<file path="src/rtl/bcd_counter_scan_pkg.sv">
// Shared constants and 7-segment decode for the BCD counter/scan slice.
// Segment codes are active-low, ordered {g,f,e,d,c,b,a}.
package bcd_counter_scan_pkg;

  localparam int          DIGIT_W   = 4;
  localparam logic [3:0]  BCD_MAX   = 4'd9;
  localparam logic [6:0]  SEG_BLANK = 7'b1111111;

  function automatic logic [6:0] seg_decode(input logic [3:0] nib);
    logic [6:0] seg;
    case (nib)
      4'd0:    seg = 7'b1000000;
      4'd1:    seg = 7'b1111001;
      4'd2:    seg = 7'b0100100;
      4'd3:    seg = 7'b0110000;
      4'd4:    seg = 7'b0011001;
      4'd5:    seg = 7'b0010010;
      4'd6:    seg = 7'b0000010;
      4'd7:    seg = 7'b1111000;
      4'd8:    seg = 7'b0000000;
      4'd9:    seg = 7'b0010000;
      default: seg = SEG_BLANK;
    endcase
    return seg;
  endfunction

endpackage

</file>
<file path="src/rtl/bcd_digit.sv">
// One decimal decade: clear, saturating preset, and up/down step with
// carry/borrow out to the next decade.
module bcd_digit
  import bcd_counter_scan_pkg::*;
(
  input  logic               clk,
  input  logic               rst_n,
  input  logic               clr,
  input  logic               load,
  input  logic [DIGIT_W-1:0] load_nib,
  input  logic               step_in,
  input  logic               up,
  output logic [DIGIT_W-1:0] q,
  output logic               step_out
);

  assign step_out = step_in && (up ? (q == BCD_MAX) : (q == '0));

  // Non-decimal preset nibbles saturate to 9 so the display never sees them.
  always_ff @(posedge clk or negedge rst_n) begin
    if (!rst_n) begin
      q <= '0;
    end else if (clr) begin
      q <= '0;
    end else if (load) begin
      q <= (load_nib > BCD_MAX) ? BCD_MAX : load_nib;
    end else if (step_in) begin
      if (up) q <= (q == BCD_MAX) ? '0 : q + 1'b1;
      else    q <= (q == '0) ? BCD_MAX : q - 1'b1;
    end
  end

endmodule

</file>
<file path="src/rtl/bcd_counter_scan.sv">
// N-digit BCD up/down counter with clock-enable prescalers and a
// multiplexed, optionally zero-blanked 7-segment scan output.
module bcd_counter_scan
  import bcd_counter_scan_pkg::*;
#(
  parameter int N_DIGITS  = 4,
  parameter int COUNT_DIV = 50_000_000,
  parameter int SCAN_DIV  = 50_000,
  parameter int BLANK_LZ  = 0
) (
  input  logic                        clk,
  input  logic                        rst_n,
  input  logic                        run,
  input  logic                        up,
  input  logic                        clr,
  input  logic                        load,
  input  logic [DIGIT_W*N_DIGITS-1:0] load_val,
  output logic [DIGIT_W*N_DIGITS-1:0] count,
  output logic                        tick,
  output logic                        wrap,
  output logic [N_DIGITS-1:0]         seg_sel,
  output logic [6:0]                  seg_data
);

  localparam int PC_W  = $clog2(COUNT_DIV);
  localparam int SC_W  = $clog2(SCAN_DIV);
  localparam int IDX_W = (N_DIGITS > 1) ? $clog2(N_DIGITS) : 1;
  localparam logic [PC_W-1:0]  PC_MAX  = PC_W'(COUNT_DIV - 1);
  localparam logic [SC_W-1:0]  SC_MAX  = SC_W'(SCAN_DIV - 1);
  localparam logic [IDX_W-1:0] IDX_MAX = IDX_W'(N_DIGITS - 1);

  logic [PC_W-1:0]    pc;
  logic [SC_W-1:0]    sc;
  logic [IDX_W-1:0]   idx;
  logic [N_DIGITS:0]  carry;
  logic               step;
  logic [DIGIT_W-1:0] sel_nib;
  logic               sel_blank;
  logic               higher_zero;

  assign step     = run && !clr && !load && (pc == PC_MAX);
  assign carry[0] = step;

  // clr/load park the prescaler at 0 so a step is a full period away.
  always_ff @(posedge clk or negedge rst_n) begin
    if (!rst_n)           pc <= '0;
    else if (clr || load) pc <= '0;
    else if (run)         pc <= (pc == PC_MAX) ? '0 : pc + 1'b1;
  end

  for (genvar k = 0; k < N_DIGITS; k++) begin : g_digit
    bcd_digit u_digit (
      .clk      (clk),
      .rst_n    (rst_n),
      .clr      (clr),
      .load     (load),
      .load_nib (load_val[k*DIGIT_W +: DIGIT_W]),
      .step_in  (carry[k]),
      .up       (up),
      .q        (count[k*DIGIT_W +: DIGIT_W]),
      .step_out (carry[k+1])
    );
  end

  always_ff @(posedge clk or negedge rst_n) begin
    if (!rst_n) begin
      tick <= 1'b0;
      wrap <= 1'b0;
    end else begin
      tick <= step;
      wrap <= carry[N_DIGITS];
    end
  end

  // Scan timing is free-running and independent of the counting controls.
  always_ff @(posedge clk or negedge rst_n) begin
    if (!rst_n) begin
      sc  <= '0;
      idx <= '0;
    end else if (sc == SC_MAX) begin
      sc  <= '0;
      idx <= (idx == IDX_MAX) ? '0 : idx + 1'b1;
    end else begin
      sc <= sc + 1'b1;
    end
  end

  // Walk from the top digit down so higher_zero covers the digit and all above it.
  always_comb begin
    sel_nib     = '0;
    sel_blank   = 1'b0;
    higher_zero = 1'b1;
    for (int k = N_DIGITS - 1; k >= 0; k--) begin
      higher_zero = higher_zero && (count[k*DIGIT_W +: DIGIT_W] == '0);
      if (idx == IDX_W'(k)) begin
        sel_nib   = count[k*DIGIT_W +: DIGIT_W];
        sel_blank = (BLANK_LZ != 0) && (k != 0) && higher_zero;
      end
    end
  end

  always_ff @(posedge clk or negedge rst_n) begin
    if (!rst_n) begin
      seg_sel  <= ~N_DIGITS'(1);
      seg_data <= seg_decode(4'd0);
    end else begin
      seg_sel  <= ~(N_DIGITS'(1) << idx);
      seg_data <= sel_blank ? SEG_BLANK : seg_decode(sel_nib);
    end
  end

endmodule

</file>
<file path="config.mk">
export PLATFORM = sky130hd
export DESIGN_NAME = bcd_counter_scan
export DESIGN_NICKNAME = d
export VERILOG_FILES = /design/src/rtl/bcd_counter_scan_pkg.sv /design/src/rtl/bcd_digit.sv /design/src/rtl/bcd_counter_scan.sv
export SDC_FILE = /design/constraint.sdc
export NUM_CORES = 1
export LEC_CHECK = 0
export ABC_AREA = 1
export BUFFER_PORTS_ARGS = -buffer_cell sky130_fd_sc_hd__clkbuf_2
export CAP_MARGIN = 20
export CORE_MARGIN = 5
export CORE_UTILIZATION = 45
export CTS_CLUSTER_DIAMETER = 200
export CTS_CLUSTER_SIZE = 12
export DETAILED_ROUTE_END_ITERATION = 6
export SYNTH_ARGS = -nofsm -noshare
export SYNTH_HDL_FRONTEND = slang
export SYNTH_SLANG_ARGS = --single-unit
</file>
<file path="constraint.sdc">
create_clock -name clk -period 5.19 [get_ports clk]
set_input_delay 0.519 -clock clk [delete_from_list [all_inputs] [get_ports clk]]
set_output_delay 0.519 -clock clk [all_outputs]
set_load 0.01 [all_outputs]
</file>
==> Yosys cells after proc, flatten, opt, wreduce, memory -nomap -nowiden <==
Memory sizes are Yosys's and may differ from the RTL's. A register that Yosys moved wholly into a read port is not among the register bits.
Index checks and enable logic that the tools add are counted.
{ "op_classes": {"n_addsub": 11, "order_cmp": 4, "n_eq_ne": 9, "shifts": 1, "mux": 41, "bitwise": 1, "reduce_logical": 21} }
{ "ops": {"columns": ["operator", "count"], "rows": [
  ["$mux 4", 32],
  ["$mux 26", 3],
  ["$add 26x1->26 const B", 1],
  ["$eq 26x26->1 const B", 1],
  ["$add 16x1->16 const B", 1],
  ["$add 4x1->4 const B", 4],
  ["$eq 16x16->1 const B", 1],
  ["$eq 4x4->1 const B", 4],
  ["$gt 4x4->1 const B", 4],
  ["$logic_not 4->1", 4],
  ["$mux 16", 1],
  ["$sub 4x1->4 const B", 4],
  ["$reduce_bool 3->1", 4],
  ["$logic_and 1x1->1", 7],
  ["$eq 2x2->1 const B", 2],
  ["$mux 1", 4],
  ["$not 4->4", 1],
  ["$shl 1x2->4 const A", 1],
  ["$logic_not 1->1", 3],
  ["$add 2x1->2 const B", 1],
  ["$eq 2x1->1 const B", 1],
  ["$logic_not 2->1", 1],
  ["$mux 2", 1],
  ["$reduce_bool 2->1", 1],
  ["$logic_or 1x1->1", 1]
]} }
{ "totals": {"regBits": 66, "mem_bits_ro": 112, "input_bits": 22, "output_inout_bits": 29, "word_cells": 99, "memories": 1} }
{ "memory_table": {"columns": ["memory", "depth", "word_bits", "rd", "rd_ports_with_merged_regs", "wr", "line", "rtl"], "rows": [
  ["(name not given)", 16, 7, 1, 1, 0, "bcd_counter_scan_pkg.sv:11", "case (nib)"]
]} }

==> Depth between registers and ports, before layout <==
Gate-level depths: netlist of the first run.
{ "logic_depth": {"depth_word": 10, "ltp_mapped": 13, "depth_no_buf": 13} }

==> Cells and area by module <==
Synthesis of the first run repeated with hierarchy kept, for this count alone.
{ "hier_totals": {"cells_unflattened": 719, "hier_area_um2": 4798.4} }
{ "by_module_without_submodules": {"columns": ["module", "n_inst", "cells_each", "area_each_um2", "seq_area_each_um2"], "rows": [
  ["bcd_counter_scan", 1, 467, 3347.0, 1431.4],
  ["bcd_digit", 4, 63, 362.8, 100.1]
]} }

==> Least setup slack after synthesis of the first run <==
Ideal clock, no wire load.
{ "synth_timing": {"path_kind": "flip-flop to flip-flop", "from": "register idx[1]", "to": "register seg_data[5]", "setup_time_ps": 125, "arrival_ps": 1880, "required_time_ps": 5065, "setup_slack_ps": 3185, "path_stages_with_launch": 12, "n_path_buf": 0, "synth_period_minus_slack_ps": 2005, "path_cell_list": "dfrtp_1 -> inv_1 -> ha_1 -> inv_1 -> o21ai_0 -> inv_1 -> a22oi_1 -> inv_1 -> ha_1 -> or2_1 -> nand3_1 -> nand2_1"} }
{ "synth_via": {"elab_chain_cells": 5, "elab_cells_between_ends": 8} }
{ "synth_lines": {"columns": ["item", "line", "rtl"], "rows": [
  ["start, declared", "bcd_counter_scan.sv:34", "logic [IDX_W-1:0] idx;"],
  ["start signal, assigned", "bcd_counter_scan.sv:82", "idx <= (idx == IDX_MAX) ? '0 : idx + 1'b1;"],
  ["$eq 2x2->1", "bcd_counter_scan.sv:95", "if (idx == IDX_W'(k)) begin"],
  ["$mux 4 (3 in series)", "bcd_counter_scan.sv:95", null],
  ["$mux 4 (*)", "bcd_counter_scan.sv:95", null],
  ["end, declared", "bcd_counter_scan.sv:22", "output logic [6:0] seg_data"]
]} }
Every way passes the cells marked *; elsewhere a longest branch is shown, timed or not.
A chain may end at the register's enable or synchronous reset.

==> Worst setup path after layout of the first run <==
Same ends and word-level chain as after synthesis.

==> flow_summary.toml, run 1 <==
[critical_path]
path_class = "register to register"
timing.rr.start = "idx[1]$_DFFE_PN0N_"
cp_cell_sequence = "inv_1, ha_1, inv_1, o21ai_0, inv_1, a22oi_1, inv_1, ha_1, or2_1, nand3_1, nand2_1"
cp.arrival_ns = 2.48
startpoint_type = "register"
crit_top_cell = "inv_1"
crit_path_end_kind = "register"
reg2reg_setup_slack_ns = 2.96
cp_top_family = "compound AO/OA/AOI/OAI gates"
critPathSlowestCell = "dfrtp_1"
crit_fanout = 6
critPathBufInv = 4
required_ns = 5.44
critPathMaxStageDelay_ns = 0.42
reg2reg_to = "seg_data[5]$_DFF_PN0_"
reg2reg_depth = 11

[routing]
drcViolationCount = 0
first_iter_violations = 352
route.antenna.remaining_nets = 0
viasPerCell = 5.33
totalWireLength_um = 11800
firstDrtPassIters = 5
vias = 4464
wl_per_cell_um = 14.1

[logic_synthesis]
yosys.area.top_type_share = 0.357
async_flop_share = 1.00
synthesis.area_um2 = 4840
syn_avg_cell_area_um2 = 7.47
synth.yosys.warnings = 0
ys.flop_type = "dfrtp_1"
synthTopCellsByArea = "dfrtp_1 (36%), nand2_1 (11%), nand3_1 (6.5%), inv_1 (6.0%), ha_1 (5.2%)"
syn_nets = 690
yosys_register_bits = 73
synth_top_area_cell = "dfrtp_1"
synthCells = 648
synth_cell_types = 47
yosysSeqAreaShare = 0.378
synth_enable_flop_cells = 0

[cts]
path_clk_slew_ns = 0.09
cts-buffers-inserted = 9
htreeDepth = 3
clk_latency_ns = 0.37
clock_tree.root_cell = "clkbuf_8"
cts_setup_buffers = 0
cts_hold_buffers = 0
post_cts_resized = 0
cts_buffer_depth = 2
cts_tree = "built"
clkSinkCount = 73

[cells_and_area]
seqCellArea_um2 = 1830
postLayoutCoreUtil = 0.521
insertedDiodeCount = 0
nets = 739
drive_gt1_frac = 0.170
multi_input_area_um2 = 2610
area_growth_pct = 12.0
fillers = 1026

[die]
io_pins = 51
die-area_um2 = 12900
core-area_um2 = 10400
fp-row-count = 37
start_util = 0.465
fp.dieW_um = 114
die_y_um = 114

[pwr]
p_per_area_nw_per_um2 = 251
ir_drop_mv = 0.156
power_leakage_uw = 0.00261

[placement]
gp_congestion = 0.893
preCtsSetupSlack_ns = 2.97
hpwl_um = 8670
numPortBuffers = 50

[global_route]
top_usage_layer = "met2"
grt_use_met2 = 0.327
gr-usage-met3 = 0.0324
grt_pass1_vias = 4336
grt_util_all_layers = 0.190
grt_max_degree = 74
antenna_found_initial = 0
grt_first_pass_wirelength_um = 20100
grtUsageMet1 = 0.238
globalRoute.totalOverflow = 0

[timing]
hold_viol = 0
rsz0062_at_grt = "false"
max_slew_margin = 0.389
fin_crit_ns = 2.23
setup_slack_ns = 2.96
fmax_mhz = 448
tightest_slew_ns = 0.917
fin_crit_sh = 0.430
finClkSkew_ns = 0.0140
slew_violations = 0
setup_viol = 0
fin_tns_setup_ns = 0

[flow_run]
maxCapViolCount = 0

[run_status]
status = "complete, no violations"

[min_path]
hold_path.class = "input port to async pin"
==> sequential cells by signal, indices dropped and copies added (netlist names) <==
register	cells
g_digit.u_digit.q	16
idx	2
pc	26
sc	16
seg_data	7
seg_sel	4
tick	1
wrap	1
==> report_power, final <==
group | internal [uW] | switching [uW]
Clock | 285 | 234
Sequential | 593 | 30.9
Combinational | 77.7 | 141
==> cell usage after synthesis, types with 6 or more instances <==
library cell,count
inv_2,9
o21ai_1,10
nand2_1,145
o21ai_0,37
o211ai_1,8
nor2_1,53
dfrtp_1,69
xor2_1,17
nor3_1,13
nor2_2,7
xnor2_1,6
nand2_2,13
o22ai_1,13
inv_1,78
a21oi_1,23
nand4_1,13
nand3_1,63
nand3_2,7
ha_1,20
==> metal layers <==
| layer | vias to the layer above | part of all wire |
|---|---|---|
| li1 | 2235 | - |
| met4 | 0 | 0.024 |
| met1 | 2096 | 0.45 |
| met3 | 27 | 0.049 |
| met2 | 106 | 0.48 |
| met5 | - | 0 |
==> cells by family (layout without fill, tap and decap cells) <==
group,count (synthesis),count (layout),synth area share
buffers and inverters,99,153,0.0819
AO/OA/AOI/OAI,103,103,0.122
adder cells (fa/ha/maj),20,20,0.0517
flip-flops,73,73,0.378
AND/OR/NAND/NOR,330,330,0.324
XOR/XNOR,23,23,0.0416
==> cell type report <==
class | instances | area share
sequential | 73 | 0.338
multi-input combinational | 476 | 0.482
clock buffer | 10 | 0.0254
timing repair buffer | 50 | 0.0466
clock inverter | 6 | 0.0168
tap | 136 | 0.0314
inverter | 87 | 0.0602
==> worst max-delay path by stage <==
stage                        from                     to  depth (start not counted)
6_report       idx[1]$_DFFE_PN0N_  seg_data[5]$_DFF_PN0_                         11
5_1_grt        idx[0]$_DFFE_PN0N_  seg_data[5]$_DFF_PN0_                         11
4_1_cts        idx[0]$_DFFE_PN0N_  seg_data[0]$_DFF_PN0_                          9
3_5_place_dp   idx[1]$_DFFE_PN0N_  seg_data[5]$_DFF_PN0_                         11
3_3_place_gp   idx[1]$_DFFE_PN0N_  seg_data[5]$_DFF_PN0_                         11
2_1_floorplan  idx[1]$_DFFE_PN0N_  seg_data[5]$_DFF_PN0_                         11
==> cell usage in the layout, fill, tap and decap left out, types with 3 or more instances in the layout <==
cell	netlist	layout
nor2_2	7	7
xor2_1	17	17
o22ai_1	13	13
clkbuf_2	0	49
clkinv_4	0	3
ha_1	20	20
inv_1	78	78
nand2_2	13	13
dfrtp_1	69	69
o21ai_1	10	10
a21oi_1	23	23
nand4_1	13	13
nand3_1	63	63
o211ai_1	8	8
xnor2_1	6	6
nor3_1	13	13
inv_2	9	9
dfstp_2	4	4
nand2_1	145	145
nor2_4	5	5
nand3_2	7	7
o21ai_0	37	37
nor2_1	53	53
clkbuf_8	0	10
==> worst reg2reg max path, stage by stage, from the launching register on <==
cell,delay (ns)
dfrtp_1,0.42
inv_1,0.11
ha_1,0.21
inv_1,0.11
o21ai_0,0.15
inv_1,0.05
a22oi_1,0.32
inv_1,0.17
ha_1,0.22
or2_1,0.23
nand3_1,0.07
nand2_1,0.05
==> per-stage QoR <==
| stage | area [um2] | hold WS, ns | cells | power, uW |
|---|---|---|---|---|
| global placement | 5190 | 0.454 | 822 | 851 |
| CTS | 5420 | 0.332 | 838 | 1380 |
| detailed placement | 5190 | 0.461 | 822 | 854 |
| floorplan | 4840 | 0.223 | 648 | 772 |
| global route | 5420 | 0.383 | 838 | 1440 |
| finish | 5420 | 0.278 | 838 | 1360 |
No activity file was read; power rests on OpenSTA's default activity.
==> inputs of run 2 (changes only) <==
==> constraint.sdc (replaced) <==
create_clock -name clk -period 2.1 [get_ports clk]
set_input_delay 0.21 -clock clk [delete_from_list [all_inputs] [get_ports clk]]
set_output_delay 0.21 -clock clk [all_outputs]
set_load 0.01 [all_outputs]
==> run 2 against run 1 <==
Net effect: cell area is 2.6% higher; largest cell class unchanged; combinational power increased to 2.7 times the previous value; first-iteration DRC count decreased by 25%; non-clock buffer count is 13 higher; critical path depth increased by 2; clock power is 120% higher; hold slack got worse by 0.13 ns; global-route usage increased by 0.74 points; clock skew increased by 0.0014 ns; sequential power is 150% higher; routed wire length is 4.5% higher; highest routed layer unchanged.
==> flow_summary.toml, run 2 (synthesis results as in run 1) <==
[placement]
numPortBuffers = 50
hpwl_um = 9160
preCtsSetupSlack_ns = 0.000450
dp_cells = 832
gp_congestion = 0.892

[critical_path]
timing.rr.start = "idx[0]$_DFFE_PN0N_"
crit_path_end_kind = "register"
reg2reg_to = "seg_data[0]$_DFF_PN0_"
crit_fanout = 5
crit_start = "idx[0]$_DFFE_PN0N_"
cp_cell_sequence = "inv_4, ha_4, inv_2, nand3_1, o21ai_0, nand2_1, nand2_1, o21ai_2, inv_1, ha_1, or2_4, o211ai_1, nand2_1"
critPathMaxStageDelay_ns = 0.44
cp.arrival_ns = 2.21
required_ns = 2.36
startpoint_type = "register"
reg2reg_setup_slack_ns = 0.14
critPathSlowestCell = "dfrtp_2"
reg2reg_depth = 13
crit_top_cell = "nand2_1"
path_class = "register to register"

[cts]
cts_tree = "built"
cts_buffer_depth = 2
cts-buffers-inserted = 9
clk_latency_ns = 0.37
htreeDepth = 3
path_clk_slew_ns = 0.09
clock_tree.root_cell = "clkbuf_8"
clkSinkCount = 73

[pwr]
p_sw_uw = 1020
combPwrFrac = 0.180
power_leakage_uw = 0.00267
seqPwrFrac = 0.468
ir_drop_mv = 0.354
p_int_uw = 2270
p_sw_frac = 0.310
p_clk_frac = 0.352
p_per_area_nw_per_um2 = 590

[min_path]
hold_path.class = "input port to register"
min_from = "run"
hold_end = "pc[24]$_DFFE_PN0P_"
whs_path_depth = 3

[routing]
top_layer_used = "met4"
dr_wl_met2_um = 5900
drcViolationCount = 0
vias = 4490
firstDrtPassIters = 6
met1_length_um = 5520
route.antenna.remaining_nets = 0
wl_per_cell_um = 14.5
first_iter_violations = 263
totalWireLength_um = 12400
met3RoutedLength_um = 623
viasPerCell = 5.27

[timing]
fin_tns_setup_ns = 0
fin_crit_ns = 1.96
fmax_mhz = 511
hold_ws_ns = 0.146
tightest_slew_ns = 0.561
setup_slack_ns = 0.144
max_slew_margin = 0.625
hold_viol = 0
fin_crit_sh = 0.932
rsz0062_at_grt = "false"
finClkSkew_ns = 0.0155
slew_violations = 0
setup_viol = 0

[cells_and_area]
largest_reg_flops = 26
layout_commonest_cell = "nand2_1"
top_regs = "pc x26, g_digit.u_digit.q x16, sc x16"
multi_input_area_um2 = 2660
drive_gt1_frac = 0.196
seqCellArea_um2 = 1830
layout_common_cells = "nand2_1 (145), inv_1 (75), dfrtp_1 (68)"
nets = 753
insertedDiodeCount = 0
area_growth_pct = 14.9
top_register = "pc"
fillers = 1021
layoutNonFillerInstCount = 852

[die]
fp-row-count = 37
die-area_um2 = 12900
core-area_um2 = 10400
io_pins = 51
die_y_um = 114
start_util = 0.465
fp.dieW_um = 114

[global_route]
grt_first_pass_wirelength_um = 20400
grt_max_degree = 43
globalRoute.totalOverflow = 0
grt_util_all_layers = 0.198
antenna_found_initial = 0
grt_pass1_vias = 4275

[flow_run]
maxCapViolCount = 0

[run_status]
status = "complete, no violations"
run 2: changes by cell type in the layout (fill, tap and decap cells not counted), sizes merged:
cell	previous run	this run
clkbuf	59	60
clkinvlp	0	2
clkinv	4	3
buf	1	13
bufinv	2	1
dlygate4sd3	0	1
run 2: worst max-delay path by stage:
| stage | to | slack [ns] | depth (start not counted) |
|---|---|---|---|
| final | seg_data[0]$_DFF_PN0_ | 0.14 | 13 |
| after global routing | seg_data[5]$_DFF_PN0_ | 0.02 | 10 |
| after CTS | seg_data[5]$_DFF_PN0_ | 0.002 | 11 |
| after detailed placement | seg_data[0]$_DFF_PN0_ | 0.0004 | 9 |
| after global placement | seg_data[0]$_DFF_PN0_ | 0.15 | 9 |
| after floorplan | seg_data[5]$_DFF_PN0_ | 0.09 | 11 |
run 2: stage by stage:
| step | utilization | cell area (um2) | total power, uW |
|---|---|---|---|
| floorplan | - | 4840 | 1910 |
| global placement | 0.507 | 5280 | 2130 |
| detailed placement | 0.507 | 5280 | 2140 |
| CTS | 0.527 | 5490 | 3320 |
| global route | 0.534 | 5560 | 3470 |
| finish | 0.534 | 5560 | 3280 |
run 2: worst max-delay path, delay by kind of cell, from the launching register on:
family / cells / cell delay (ns)
AOI/OAI and AO/OA: 3 / 0.31
adders and majority gates: 2 / 0.34
buffers and inverters: 3 / 0.25
DFF: 1 / 0.44
and+or+nand+nor: 5 / 0.50
run 2: power groups by stage:
stage	clock network [uW]	registers [uW]	logic (uW)
after CTS	1190	1540	586
after global routing	1250	1550	665
final	1150	1540	591
after detailed placement	0	1560	579
after floorplan	0	1570	342
after global placement	0	1560	568
run 2: final cells by class:
type,instances,area share
Timing Repair inverter,1,0.000900
Tap cell,136,0.0306
Multi-Input combinational cell,476,0.479
Inverter,87,0.0592
Clock buffer,11,0.0254
Clock inverter,5,0.0101
Timing Repair Buffer,63,0.0657
Sequential cell,73,0.330
run 2: what timing repair did:
action                                  in CTS  in global routing
gates cloned                                 0                  1
hold endpoints to repair                    30                  0
resized for setup                            2                 14
endpoints found under the setup margin       2                  7
pin swaps                                    0                  3
setup buffers                                0                  2
hold buffers                                 1                  0
run 2: per-layer routing:
metal  track usage  vias up
met5             0        -
met4        0.0921        0
met3        0.0292       24
met2         0.328      114
met1         0.254     2094
li1              -     2258
